==> src/rtl/alu_share_arbiter_pkg.sv <==
// Shared types for alu_share_arbiter: opcode and FSM state encodings.
package alu_share_arbiter_pkg;

    localparam int OP_WIDTH = 3;

    typedef enum logic [OP_WIDTH-1:0] {
        ADD = 3'd0,
        SUB = 3'd1,
        ADC = 3'd2,
        SBB = 3'd3,
        SHL = 3'd4,
        SHR = 3'd5,
        SAR = 3'd6,
        CMP = 3'd7
    } alu_op_e;

    typedef enum logic [1:0] {
        IDLE = 2'd0,
        EXEC = 2'd1,
        RESP = 2'd2
    } arb_state_e;

endpackage

==> src/rtl/CLAA.sv <==
// Carry-lookahead adder: s_o = a_i + b_i + c_i, c_o = carry-out.
module CLAA #(
    parameter int WORD_WIDTH = 16
) (
    input  logic [WORD_WIDTH-1:0] a_i,
    input  logic [WORD_WIDTH-1:0] b_i,
    input  logic                  c_i,
    output logic [WORD_WIDTH-1:0] s_o,
    output logic                  c_o
);

    logic [WORD_WIDTH-1:0] gen;
    logic [WORD_WIDTH-1:0] prop;
    logic [WORD_WIDTH:0]   carry;

    assign gen  = a_i & b_i;
    assign prop = a_i ^ b_i;

    // Carry chain from generate/propagate terms
    always_comb begin
        carry    = '0;
        carry[0] = c_i;
        for (int unsigned i = 0; i < WORD_WIDTH; i++) begin
            carry[i+1] = gen[i] | (prop[i] & carry[i]);
        end
    end

    assign s_o = prop ^ carry[WORD_WIDTH-1:0];
    assign c_o = carry[WORD_WIDTH];

endmodule

==> src/rtl/rr_arbiter.sv <==
// Combinational round-robin arbiter: grants the first set request at or after ptr.
module rr_arbiter #(
    parameter int REQ_NUM = 4
) (
    input  logic [REQ_NUM-1:0]         req,
    input  logic [$clog2(REQ_NUM)-1:0] ptr,
    output logic [REQ_NUM-1:0]         grant,
    output logic [$clog2(REQ_NUM)-1:0] grant_id
);

    localparam int IDW = $clog2(REQ_NUM);

    // Scan requesters starting at ptr, wrapping at REQ_NUM
    always_comb begin
        int unsigned idx;
        logic        found;
        idx      = 0;
        found    = 1'b0;
        grant    = '0;
        grant_id = '0;
        for (int unsigned i = 0; i < REQ_NUM; i++) begin
            idx = 32'(ptr) + i;
            if (idx >= 32'(REQ_NUM)) begin
                idx = idx - 32'(REQ_NUM);
            end
            if (!found && req[idx]) begin
                found       = 1'b1;
                grant[idx]  = 1'b1;
                grant_id    = IDW'(idx);
            end
        end
    end

endmodule

==> src/rtl/alu_share_arbiter.sv <==
// alu_share_arbiter: round-robin sharing of one add/sub/shift unit between
// REQ_NUM requesters, with a tagged response channel.
// Define ALU_SHARE_ARBITER_CARRY_CHAIN_EN to keep a carry flag per requester
// for ADC/SBB; otherwise ADC acts as ADD and SBB as SUB.
module alu_share_arbiter
    import alu_share_arbiter_pkg::*;
#(
    parameter int WORD_WIDTH = 16,
    parameter int REQ_NUM    = 4
) (
    input  logic                          clk_i,
    input  logic                          rst_i,
    input  logic [REQ_NUM-1:0]            req_valid_i,
    output logic [REQ_NUM-1:0]            req_ready_o,
    input  logic [3*REQ_NUM-1:0]          req_op_i,
    input  logic [WORD_WIDTH*REQ_NUM-1:0] req_a_i,
    input  logic [WORD_WIDTH*REQ_NUM-1:0] req_b_i,
    output logic                          rsp_valid_o,
    input  logic                          rsp_ready_i,
    output logic [$clog2(REQ_NUM)-1:0]    rsp_id_o,
    output logic [WORD_WIDTH-1:0]         rsp_result_o,
    output logic                          rsp_carry_o,
    output logic                          rsp_zero_o
);

    localparam int IDW = $clog2(REQ_NUM);
    localparam int SW  = $clog2(WORD_WIDTH);

    arb_state_e            state;
    logic [IDW-1:0]        rr_ptr;
    logic [IDW-1:0]        id_q;
    alu_op_e               op_q;
    logic [WORD_WIDTH-1:0] a_q;
    logic [WORD_WIDTH-1:0] b_q;
`ifdef ALU_SHARE_ARBITER_CARRY_CHAIN_EN
    logic [REQ_NUM-1:0]    cf;
`endif

    logic [REQ_NUM-1:0]    grant;
    logic [IDW-1:0]        grant_id;

    logic [WORD_WIDTH-1:0] add_b;
    logic                  add_cin;
    logic [WORD_WIDTH-1:0] sum;
    logic                  sum_cout;

    logic [SW-1:0]         amt;
    logic [SW:0]           left_idx;
    logic [WORD_WIDTH-1:0] shl_res;
    logic [WORD_WIDTH-1:0] shr_res;
    logic [WORD_WIDTH-1:0] sar_res;
    logic                  shl_c;
    logic                  shr_c;

    logic [WORD_WIDTH-1:0] result;
    logic                  carry;

    rr_arbiter #(.REQ_NUM(REQ_NUM)) u_rr_arbiter (
        .req      (req_valid_i),
        .ptr      (rr_ptr),
        .grant    (grant),
        .grant_id (grant_id)
    );

    assign req_ready_o = (state == IDLE && !rst_i) ? grant : '0;

    // Adder operand/carry-in selection per opcode
    always_comb begin
        add_b   = b_q;
        add_cin = 1'b0;
        case (op_q)
            SUB, CMP: begin
                add_b   = ~b_q;
                add_cin = 1'b1;
            end
            ADC: begin
`ifdef ALU_SHARE_ARBITER_CARRY_CHAIN_EN
                add_cin = cf[id_q];
`else
                add_cin = 1'b0;
`endif
            end
            SBB: begin
                add_b   = ~b_q;
`ifdef ALU_SHARE_ARBITER_CARRY_CHAIN_EN
                add_cin = cf[id_q];
`else
                add_cin = 1'b1;
`endif
            end
            default: begin
                add_b   = b_q;
                add_cin = 1'b0;
            end
        endcase
    end

    CLAA #(.WORD_WIDTH(WORD_WIDTH)) u_claa (
        .a_i (a_q),
        .b_i (add_b),
        .c_i (add_cin),
        .s_o (sum),
        .c_o (sum_cout)
    );

    // Local shifter; carry is the last bit shifted out, zero for amount 0
    always_comb begin
        amt      = b_q[SW-1:0];
        left_idx = (SW+1)'(WORD_WIDTH) - {1'b0, amt};
        shl_res  = a_q << amt;
        shr_res  = a_q >> amt;
        sar_res  = $unsigned($signed(a_q) >>> amt);
        shl_c    = (amt != '0) & a_q[left_idx[SW-1:0]];
        shr_c    = (amt != '0) & a_q[amt - SW'(1)];
    end

    // Result/carry selection between shifter and adder
    always_comb begin
        result = sum;
        carry  = sum_cout;
        case (op_q)
            SHL: begin
                result = shl_res;
                carry  = shl_c;
            end
            SHR: begin
                result = shr_res;
                carry  = shr_c;
            end
            SAR: begin
                result = sar_res;
                carry  = shr_c;
            end
            default: begin
                result = sum;
                carry  = sum_cout;
            end
        endcase
    end

    // Control FSM with registered response outputs and carry state
    always_ff @(posedge clk_i) begin
        if (rst_i) begin
            state        <= IDLE;
            rr_ptr       <= '0;
            id_q         <= '0;
            op_q         <= ADD;
            a_q          <= '0;
            b_q          <= '0;
            rsp_valid_o  <= 1'b0;
            rsp_id_o     <= '0;
            rsp_result_o <= '0;
            rsp_carry_o  <= 1'b0;
            rsp_zero_o   <= 1'b0;
`ifdef ALU_SHARE_ARBITER_CARRY_CHAIN_EN
            cf           <= '0;
`endif
        end else begin
            case (state)
                IDLE: begin
                    if (|req_valid_i) begin
                        op_q  <= alu_op_e'(req_op_i[3*grant_id +: 3]);
                        a_q   <= req_a_i[WORD_WIDTH*grant_id +: WORD_WIDTH];
                        b_q   <= req_b_i[WORD_WIDTH*grant_id +: WORD_WIDTH];
                        id_q  <= grant_id;
                        state <= EXEC;
                    end
                end
                EXEC: begin
                    rsp_result_o <= result;
                    rsp_carry_o  <= carry;
                    rsp_zero_o   <= (result == '0);
                    rsp_id_o     <= id_q;
                    rsp_valid_o  <= 1'b1;
`ifdef ALU_SHARE_ARBITER_CARRY_CHAIN_EN
                    cf[id_q]     <= carry;
`endif
                    state        <= RESP;
                end
                RESP: begin
                    if (rsp_ready_i) begin
                        rsp_valid_o <= 1'b0;
                        rr_ptr      <= (id_q == IDW'(REQ_NUM-1)) ? '0 : id_q + IDW'(1);
                        state       <= IDLE;
                    end
                end
                default: state <= IDLE;
            endcase
        end
    end

endmodule

==> config.mk <==
export PLATFORM = sky130hd
export DESIGN_NAME = alu_share_arbiter
export DESIGN_NICKNAME = d
export VERILOG_FILES = /design/src/rtl/alu_share_arbiter_pkg.sv /design/src/rtl/CLAA.sv /design/src/rtl/rr_arbiter.sv /design/src/rtl/alu_share_arbiter.sv
export SDC_FILE = /design/constraint.sdc
export NUM_CORES = 1
export LEC_CHECK = 0
export CAP_MARGIN = 20
export CORE_ASPECT_RATIO = 1.1
export CORE_MARGIN = 1
export CORE_UTILIZATION = 54
export CTS_BUF_LIST = sky130_fd_sc_hd__clkbuf_8
export DETAILED_ROUTE_END_ITERATION = 8
export HOLD_SLACK_MARGIN = 0.02
export PLACE_DENSITY = 0.9
export SLEW_MARGIN = 0
export SYNTH_ARGS = -nofsm -noshare
export SYNTH_HDL_FRONTEND = slang
export SYNTH_SLANG_ARGS = --single-unit
==> constraint.sdc <==
create_clock -name clk_i -period 13.3 [get_ports clk_i]
set_input_delay 2.66 -clock clk_i [delete_from_list [all_inputs] [get_ports clk_i]]
set_output_delay 2.66 -clock clk_i [all_outputs]
set_load 0.1 [all_outputs]
## Yosys cells after proc, flatten, opt, wreduce, memory -nomap -nowiden

Index checks and enable logic that the tools add are counted.

| storage, ports and cells | value |
|---|---|
| bits in registers | 62 |
| input bits | 147 |
| output and inout bits | 25 |
| word-level logic and storage cells | 163 |

| cells by class | value |
|---|---|
| add/sub/neg operators | 10 |
| multiply operators | 1 |
| $lt $le $gt $ge | 14 |
| equality and inequality tests | 11 |
| shift operators | 6 |
| multiplexer cells | 46 |
| bitwise gates (word level) | 41 |
| reduce and logical (&&, ||, !) cells | 23 |

Operators by type and width:

| kind | number |
|---|---|
| 32-bit by 1-bit greater-or-equal comparator with 1-bit output, second input constant | 4 |
| 32-bit by 3-bit less-than comparator with 1-bit output, second input constant | 4 |
| 32-bit two-way mux | 4 |
| 64-bit by 7-bit variable part select with 16-bit output | 2 |
| 32-bit by 3-bit greater-or-equal comparator with 1-bit output, second input constant | 3 |
| 32-bit by 3-bit subtractor with 32-bit output, second input constant | 3 |
| 16-bit one-hot mux with 3 select lines | 1 |
| 16-bit XOR | 2 |
| 4-bit two-way mux | 5 |
| 1-bit bitwise AND | 18 |
| 16-bit bitwise AND | 1 |
| 16-bit logical NOT | 1 |
| 16-bit two-way mux | 1 |
| 16-bit inverter | 1 |
| 1-bit OR | 16 |
| 16-bit by 4-bit left shift with 16-bit output | 1 |
| 16-bit by 4-bit >> shifter with 16-bit output | 1 |
| 16-bit by 4-bit >>> shifter with 16-bit output | 1 |
| 1-bit two-way mux | 15 |
| 2-bit two-way mux | 7 |
| 3-bit equality test, second input constant | 4 |
| 4-bit OR | 3 |
| 12-bit by 5-bit variable part select with 3-bit output | 1 |
| 4-bit by 5-bit less-than comparator with 1-bit output, second input constant | 2 |
| other kinds (28) | 51 |

## Longest topological paths before layout

Gate-level depths: netlist (run 1).

| depth | value |
|---|---|
| word-level depth | 37 |
| gate-level depth with buffers | 28 |
| gate-level depth less buffers | 25 |

## Hierarchy

Synthesis (run 1) repeated with hierarchy kept, for this count alone.

| second synthesis, totals | value |
|---|---|
| cell total of the unflattened synthesis | 701 |
| area total of the unflattened synthesis | 6412.4 µm² |

Modules (own cells, without submodules):

| module | instances | cells each | area an instance (µm²) |
|---|---|---|---|
| alu_share_arbiter | 1 | 624 | 5576.6 |
| rr_arbiter | 1 | 51 | 478.0 |
| CLAA | 1 | 26 | 357.8 |

## Least setup slack after synthesis (run 1)

Ideal clock, no wire load.

| path | value |
|---|---|
| path type | register -> register |
| start point | register op_q[2] |
| end point | register rsp_zero_o |
| arrival time | 8.506 ns |
| data required time | 13.231 ns |
| setup slack | 4.725 ns |
| stages on the path, launching flop included | 28 |
| path buffers | 2 |
| period minus slack after synthesis | 8.575 ns |
| cell sequence | dfxtp_1 clkbuf_1 inv_1 o21ai_1 clkbuf_1 xnor2_1 fa_1 inv_1 fa_1 fa_1 fa_1 fa_1 fa_1 fa_1 fa_1 fa_1 fa_1 fa_1 fa_1 fa_1 fa_1 inv_1 fa_1 a221o_1 a21oi_1 nand4_1 or4_1 o21ai_1 |

| on the way | value |
|---|---|
| longest elaborated chain between the ends | 37 |
| elaborated cells on any way between the ends | 44 |
| those cells by class | eq/ne: 6; mux: 3; bitwise: 33; reduce/logical: 2 |

RTL lines:

| item | line | RTL |
|---|---|---|
| start, declared | alu_share_arbiter.sv:32 | `alu_op_e op_q;` |
| start signal, assigned | alu_share_arbiter.sv:162 | `op_q <= alu_op_e'(req_op_i[3*grant_id +: 3]);` |
| 3-bit by 2-bit equality test with 1-bit output, or another cell as far along | alu_share_arbiter.sv:71 | `case (op_q)` |
| 3-bit OR reduction (no line) | n/a |  |
| 16-bit two-way mux | n/a |  |
| 16-bit XOR | CLAA.sv:17 | `assign prop = a_i ^ b_i;` |
| 1-bit bitwise AND | CLAA.sv:24 | `carry[i+1] = gen[i] \| (prop[i] & carry[i]);` |
| 1-bit OR | CLAA.sv:24 |  |
| 1-bit bitwise AND | CLAA.sv:24 |  |
| 1-bit OR | CLAA.sv:24 |  |
| (+21 left out) | n/a |  |
| 1-bit OR | CLAA.sv:24 |  |
| 1-bit bitwise AND | CLAA.sv:24 |  |
| 1-bit OR | CLAA.sv:24 |  |
| 1-bit bitwise AND | CLAA.sv:24 |  |
| 1-bit OR | CLAA.sv:24 |  |
| 16-bit XOR | CLAA.sv:28 | `assign s_o = prop ^ carry[WORD_WIDTH-1:0];` |
| 16-bit one-hot mux with 3 select lines * | alu_share_arbiter.sv:121 | `case (op_q)` |
| 16-bit logical NOT * | alu_share_arbiter.sv:172 | `rsp_zero_o <= (result == '0);` |
| end signal, assigned | alu_share_arbiter.sv:172 |  |
| end, declared | alu_share_arbiter.sv:23 | `output logic rsp_zero_o` |

Every way passes the cells marked *; elsewhere a longest branch is shown, timed or not.
A chain may end at the register's enable or synchronous reset.

## Worst setup path after layout (run 1)

| path | value |
|---|---|
| start point | register b_q[2] |
| end point | register rsp_zero_o |

| on the way | value |
|---|---|
| longest elaborated chain between the ends | 32 |
| elaborated cells on any way between the ends | 36 |
| those cells by class | shift: 3; mux: 2; bitwise: 30; reduce/logical: 1 |

RTL lines:

| item | line | RTL |
|---|---|---|
| start, declared | alu_share_arbiter.sv:34 | `logic [WORD_WIDTH-1:0] b_q;` |
| start signal, assigned | alu_share_arbiter.sv:164 | `b_q <= req_b_i[WORD_WIDTH*grant_id +: WORD_WIDTH];` |
| 16-bit inverter | alu_share_arbiter.sv:73, alu_share_arbiter.sv:84 |  |
| 16-bit two-way mux | n/a |  |
| 16-bit XOR | CLAA.sv:17 |  |
| 1-bit bitwise AND | CLAA.sv:24 |  |
| 1-bit OR | CLAA.sv:24 |  |
| 1-bit bitwise AND | CLAA.sv:24 |  |
| 1-bit OR | CLAA.sv:24 |  |
| 1-bit bitwise AND | CLAA.sv:24 |  |
| (+16 left out) | n/a |  |
| 1-bit OR | CLAA.sv:24 |  |
| 1-bit bitwise AND | CLAA.sv:24 |  |
| 1-bit OR | CLAA.sv:24 |  |
| 1-bit bitwise AND | CLAA.sv:24 |  |
| 1-bit OR | CLAA.sv:24 |  |
| 16-bit XOR | CLAA.sv:28 |  |
| 16-bit one-hot mux with 3 select lines * | alu_share_arbiter.sv:121 |  |
| 16-bit logical NOT * | alu_share_arbiter.sv:172 |  |

Marks and branches as above.

==> impl_metrics.tcl, run 1 <==
set metrics [dict create \
    status "completed" \
    maxCapViolCount 0 \
    postCtsHoldBufs 0 \
    critPathSlowestCell "clkinv_1" \
    fill_cells 821 \
    worst_slack_ps 4480 \
    setup_viol_count_final 0 \
    reg2reg_from "b_q[2]" \
    synthesis.instances 776 \
    grt_remaining_overflow 0 \
    cp.depth 23 \
    grt_max_degree 71 \
    clock_path_buffers 2 \
    first_pass_iters 6 \
    drive_gt1_share_pct 8.99 \
    crit_start "b_q[2]" \
    yosysWarnings 0 \
    grt.total_usage_pct 35.3 \
    seqCellArea_mm2 0.00124 \
    max_freq_mhz 113 \
    clk_pin_slew_ps 70 \
    endpoint_kind "register" \
    grt_pass1_wl_mm 31.7 \
    worst_pin_slew_ps 967 \
    synth_enable_flop_cells 0 \
    period_needed_ps 8820 \
    drc 0 \
    grt_most_used_layer "met2" \
    cts_tree "built" \
    ir_drop_v 0.0000856 \
    vias_per_cell 6.32 \
    startpoint_type "register" \
    p_leak_nw 2.89 \
    antenna_found_initial 0 \
    fp.dieW_um 103 \
    grt_pass1_vias 6299 \
    h-tree-depth 3 \
    clock-root-buffer "clkbuf_8" \
    yosysUniqueCellTypes 63 \
    reg2reg_depth 23 \
    clock_latency_ps 360 \
    dr.first_iter.drc_count 803 \
    syn_to_final_growth_pct 31.3 \
    grt_util_met1_pct 43.5 \
    final_antenna_net_count 0 \
    critical_path_buf_inv_count 3 \
    met3_usage_pct 8.33 \
    crit_chain "buf_4 -> clkinv_1 -> xnor2_1 -> fa_1 -> fa_1 -> fa_1 -> fa_1 -> fa_1 -> fa_1 -> fa_1 -> fa_1 -> fa_1 -> fa_1 -> fa_1 -> fa_1 -> fa_1 -> inv_1 -> fa_1 -> a221o_1 -> a21oi_1 -> nand4_1 -> or4_1 -> o21ai_1" \
    multi_input_area_mm2 0.00446 \
    gp_congestion 1.00 \
    rsz0062_at_grt "no" \
    final_common_cell "clkdlybuf4s50_1" \
    rrSetupSlack_ps 4480 \
    cts_resized 0 \
    cts_sinks 62 \
    hold_viol 0 \
    yosysSeqAreaShare_pct 20.3 \
    place_ws_ps 4650 \
    port_buffers 171 \
    synth_ff_type "dfxtp_1" \
    dp_hpwl_mm 14.9 \
    path_class "reg -> reg" \
    worstPathRequired_ps 13590 \
    power_density_mw_per_mm2 129 \
    num_antenna_cells 0 \
    dieHeight_um 114 \
    synth-async-reset-ratio_pct 0 \
    cts_made_buffers 9 \
    cpPeakStageDelay_ps 660 \
    clock_skew_ps 15.8 \
    cp-endpoint "rsp_zero_o" \
    worst-path-max-fanout 44 \
    syn-num-nets 946 \
    finalMaxSlewViolations 0 \
    reg2reg_to "rsp_zero_o" \
    grt_use_met2_pct 57.8 \
    relSlewSlack_pct 35.4 \
    coreArea_mm2 0.0110 \
    tns_ps 0 \
    crit_path_frequent_cell "fa_1" \
    cp_data_arrival_time_ps 9100 \
    initial_utilization_pct 55.8 \
    io_pins 172 \
    syn_avg_cell_area_um2 7.88 \
    wl_per_cell_um 19.1 \
    hold_path.class "reg -> reg" \
    routed_wl_mm 20.0 \
    vias 6620 \
    syn_area_mm2 0.00612 \
    num_rows 40 \
    ys_ff_latch 62 \
    nets 1068 \
    final_cell_mix "clkdlybuf4s50_1, nand2_1, nor2_1" \
    crit_family "adder cells" \
    timing.final.crit_share_pct 66.3 \
    cts_setup_buffers 0 \
    die_area_mm2 0.0118 \
]
layout make-up:
class	count	share of cell area (%)
inverters	39	1.82
clock inverters	3	0.545
repair buffers	183	22.4
well taps	147	2.29
multi-input cells	603	55.6
clock buffers	11	1.89
flip-flops and latches	62	15.5
cell usage after synthesis, drive strengths merged, types with 8 or more instances:
cell,n,area (µm²)
a211oi,17,133
a21oi,44,224
a221o,35,350
a31oi,38,238
buf,19,101
clkbuf,53,199
dfxtp,62,1240
fa,15,300
ha,8,100
inv,37,139
mux2,17,195
mux2i,52,521
mux4,24,541
nand2,118,443
nand3,8,40.0
nor2,68,255
nor3,24,120
o21ai,25,125
xnor2,15,131
worst register-to-register path, cell delays in order (launching register included):
cell      delay, ps
dfxtp_1         310
buf_4           430
clkinv_1        660
xnor2_1         350
fa_1            440
fa_1            400
fa_1            390
fa_1            390
fa_1            400
fa_1            420
fa_1            400
fa_1            400
fa_1            400
fa_1            410
fa_1            430
fa_1            400
fa_1            380
inv_1            80
fa_1            430
a221o_1         320
a21oi_1         180
nand4_1         120
or4_1           490
o21ai_1         130
where the power goes:
part           total, W  internal (W)  switching, W
combinational  0.000611      0.000247      0.000363
sequential     0.000246      0.000213     0.0000331
clock          0.000176     0.0000951     0.0000807
through the flow:
stage	utilization, %	total power (W)	cells	hold WS (ps)	instance area [µm²]
3_3_place_gp	71.5	0.000837	1034	443	7830
3_5_place_dp	71.5	0.000842	1034	452	7830
4_1_cts	73.3	0.00101	1048	462	8030
6_report	73.3	0.00103	1048	460	8030
2_1_floorplan	-	0.000659	776	449	6120
5_1_grt	73.3	0.00109	1048	482	8030
cells by family (layout without fill, tap and decap cells):
logic type | count (synthesis) | in the layout | synth area share (%)
and+or+nand+nor | 262 | 262 | 18.9
adders and majority gates | 23 | 23 | 6.55
muxes | 93 | 93 | 20.5
xor gates and xnor gates | 17 | 17 | 2.43
AOI/OAI and AO/OA | 208 | 208 | 24.0
buffers and inverters | 111 | 236 | 7.30
DFF | 62 | 62 | 20.3
how the worst min path moves through the flow:
stage	from	to	slack [ps]	cells after the start
floorplan	id_q[1]	rsp_id_o[1]	450	2
global placement	rsp_result_o[5]	rsp_result_o[5]	440	2
detailed placement	rsp_result_o[14]	rsp_result_o[14]	450	2
CTS	rsp_result_o[14]	rsp_result_o[14]	460	2
global route	rsp_result_o[14]	rsp_result_o[14]	480	2
finish	rsp_result_o[14]	rsp_result_o[14]	460	2
metal layers:
layer | vias to the layer above | wire (µm)
met4 | 0 | 788
met1 | 3049 | 7690
li1 | 3090 | -
met3 | 60 | 1950
met5 | - | 0
met2 | 421 | 9570
state kept, by name, indices dropped and copies added (netlist names):
register,count
rsp_carry_o,1
rsp_result_o,16
a_q,16
b_q,16
id_q,2
rsp_zero_o,1
state,2
rsp_valid_o,1
rsp_id_o,2
rr_ptr,2
op_q,3
Note: power is estimated with default switching activity, not from simulation.
==> run 2: changes to the inputs <==
Settings changed: CORE_UTILIZATION 54 to 46, PLACE_DENSITY 0.9 to 0.81.
Clock period 13.3 ns to 7.3 ns, I/O delays scaled along.
==> impl_metrics.tcl, run 2 (synthesized netlist as in run 1, its figures left out) <==
set metrics [dict create \
    grt.total_usage_pct 29.9 \
    vias 6535 \
    drive_gt1_share_pct 12.6 \
    clk_pin_slew_ps 70 \
    dpl_cell_area_mm2 0.00799 \
    hold_viol 0 \
    h-tree-depth 3 \
    maxCapViolCount 0 \
    clock_latency_ps 350 \
    cts_sinks 62 \
    initial_utilization_pct 47.8 \
    fin_util_pct 63.9 \
    cts_tree "built" \
    grt_max_degree 71 \
    gp_congestion 0.997 \
    dp_hpwl_mm 15.4 \
    cp_data_arrival_time_ps 7600 \
    place_ws_ps -74.8 \
    routed_wl_mm 20.3 \
    worstPathRequired_ps 7580 \
    drc 5 \
    max_freq_mhz 136 \
    grt_pass1_wl_mm 32.1 \
    grt_util_met1_pct 38.9 \
    num_antenna_cells 0 \
    port_buffers 171 \
    min_to "rsp_id_o[1]" \
    postCtsHoldBufs 0 \
    io_pins 172 \
    dieHeight_um 123 \
    die_area_mm2 0.0138 \
    path_class "reg -> reg" \
    endpoint_kind "register" \
    top_regs "a_q: 16 flops, b_q: 16 flops, rsp_result_o: 16 flops" \
    rrSetupSlack_ps -30 \
    finalMaxSlewViolations 0 \
    min_path_cells 2 \
    final_antenna_net_count 0 \
    dr.first_iter.drc_count 673 \
    setup_viol_count_final 1 \
    clock_path_buffers 2 \
    ir_drop_v 0.000104 \
    grt_pass1_vias 6152 \
    worst_pin_slew_ps 978 \
    post-route-cell-area_mm2 0.00818 \
    reg2reg_to "rsp_zero_o" \
    worst_slack_ps -27.5 \
    reg2reg_depth 26 \
    syn_to_final_growth_pct 33.7 \
    vias_per_cell 6.11 \
    period_needed_ps 7330 \
    grt_most_used_layer "met2" \
    clock-root-buffer "clkbuf_8" \
    power_density_mw_per_mm2 232 \
    num_rows 43 \
    finalPower_w 0.00190 \
    startpoint_type "register" \
    nets 1079 \
    hold_path.class "reg -> reg" \
    final_common_cell "clkdlybuf4s50_1" \
    fp.dieW_um 112 \
    cts_made_buffers 9 \
    rsz0062_at_grt "yes" \
    p_leak_nw 2.95 \
    clock_skew_ps 13.6 \
    met3_usage_pct 5.88 \
    wl_per_cell_um 19.0 \
    antenna_found_initial 0 \
    worstHoldStart "rsp_id_o[1]" \
    coreArea_mm2 0.0128 \
    first_pass_iters 9 \
    relSlewSlack_pct 34.6 \
    reg2reg_from "op_q[2]" \
    final_cell_mix "clkdlybuf4s50_1, nand2_1, nor2_1" \
    status "finished, violations left" \
    timing.final.crit_share_pct 100 \
    violations "design-rule violations, negative setup slack" \
    grt_remaining_overflow 0 \
    worst-path-max-fanout 3 \
    grt_use_met2_pct 49.2 \
]
run 2: cell type report:
cell class | count | area (µm²)
repair buffers | 194 | 1880
inverters | 39 | 146
clock buffers | 9 | 124
multi-input cells | 603 | 4530
clock inverters | 5 | 52.6
fillers | 1139 | 4620
flip-flops and latches | 62 | 1250
well taps | 157 | 196
run 2: worst max path at each step:
stage	startpoint	slack, ps	end	cells after the start
3_3_place_gp	op_q[2]	20	rsp_zero_o	25
4_1_cts	op_q[2]	6	rsp_zero_o	25
5_1_grt	op_q[2]	-230	rsp_zero_o	26
2_1_floorplan	op_q[2]	-130	rsp_zero_o	27
6_report	op_q[2]	-30	rsp_zero_o	26
3_5_place_dp	op_q[2]	-70	rsp_zero_o	25
run 2: per-layer routing:
layer	share of wire [%]	wire length, µm	vias up
li1	-	-	3118
met1	41	8370	3000
met5	0	0	-
met2	47	9540	361
met4	3.3	674	0
met3	8.4	1700	56
run 2: worst max-delay path, stage by stage, from the launching register on:
cell and delay, ps:
dfxtp_2 320, inv_2 70, o21ai_4 90, buf_6 130, o21ai_4 140, fa_2 210, inv_2 40, fa_2 340
fa_2 350, fa_2 350, fa_2 350, fa_2 350, fa_2 360, fa_2 360, fa_2 350, fa_2 350
fa_2 360, fa_2 360, fa_2 370, fa_2 350, inv_2 60, fa_1 400, a221o_1 350, a21oi_2 130
nand4_1 90, or4_1 480, o21ai_1 130
run 2: stage by stage:
step | TNS [ps] | instances | hold slack, ps
2_1_floorplan | -133 | 776 | 449
3_3_place_gp | 0 | 1054 | 443
3_5_place_dp | -74.8 | 1054 | 448
4_1_cts | 0 | 1069 | 458
5_1_grt | -228 | 1069 | 476
6_report | -27.5 | 1069 | 455
run 2: what timing repair did:
| action | in CTS | in global routing |
|---|---|---|
| pin swaps | 1 | 1 |
| setup buffers | 1 | 0 |
| endpoints found under the hold margin | 0 | 0 |
| endpoints found under the setup margin | 1 | 1 |
| resized for setup | 5 | 3 |
run 2: power breakdown:
| part | total, W | internal, W | switching (W) |
|---|---|---|---|
| Sequential | 0.000441 | 0.000390 | 0.0000515 |
| Combinational | 0.00116 | 0.000478 | 0.000685 |
| Clock | 0.000294 | 0.000153 | 0.000141 |
| Total | 0.00190 | 0.00102 | 0.000878 |
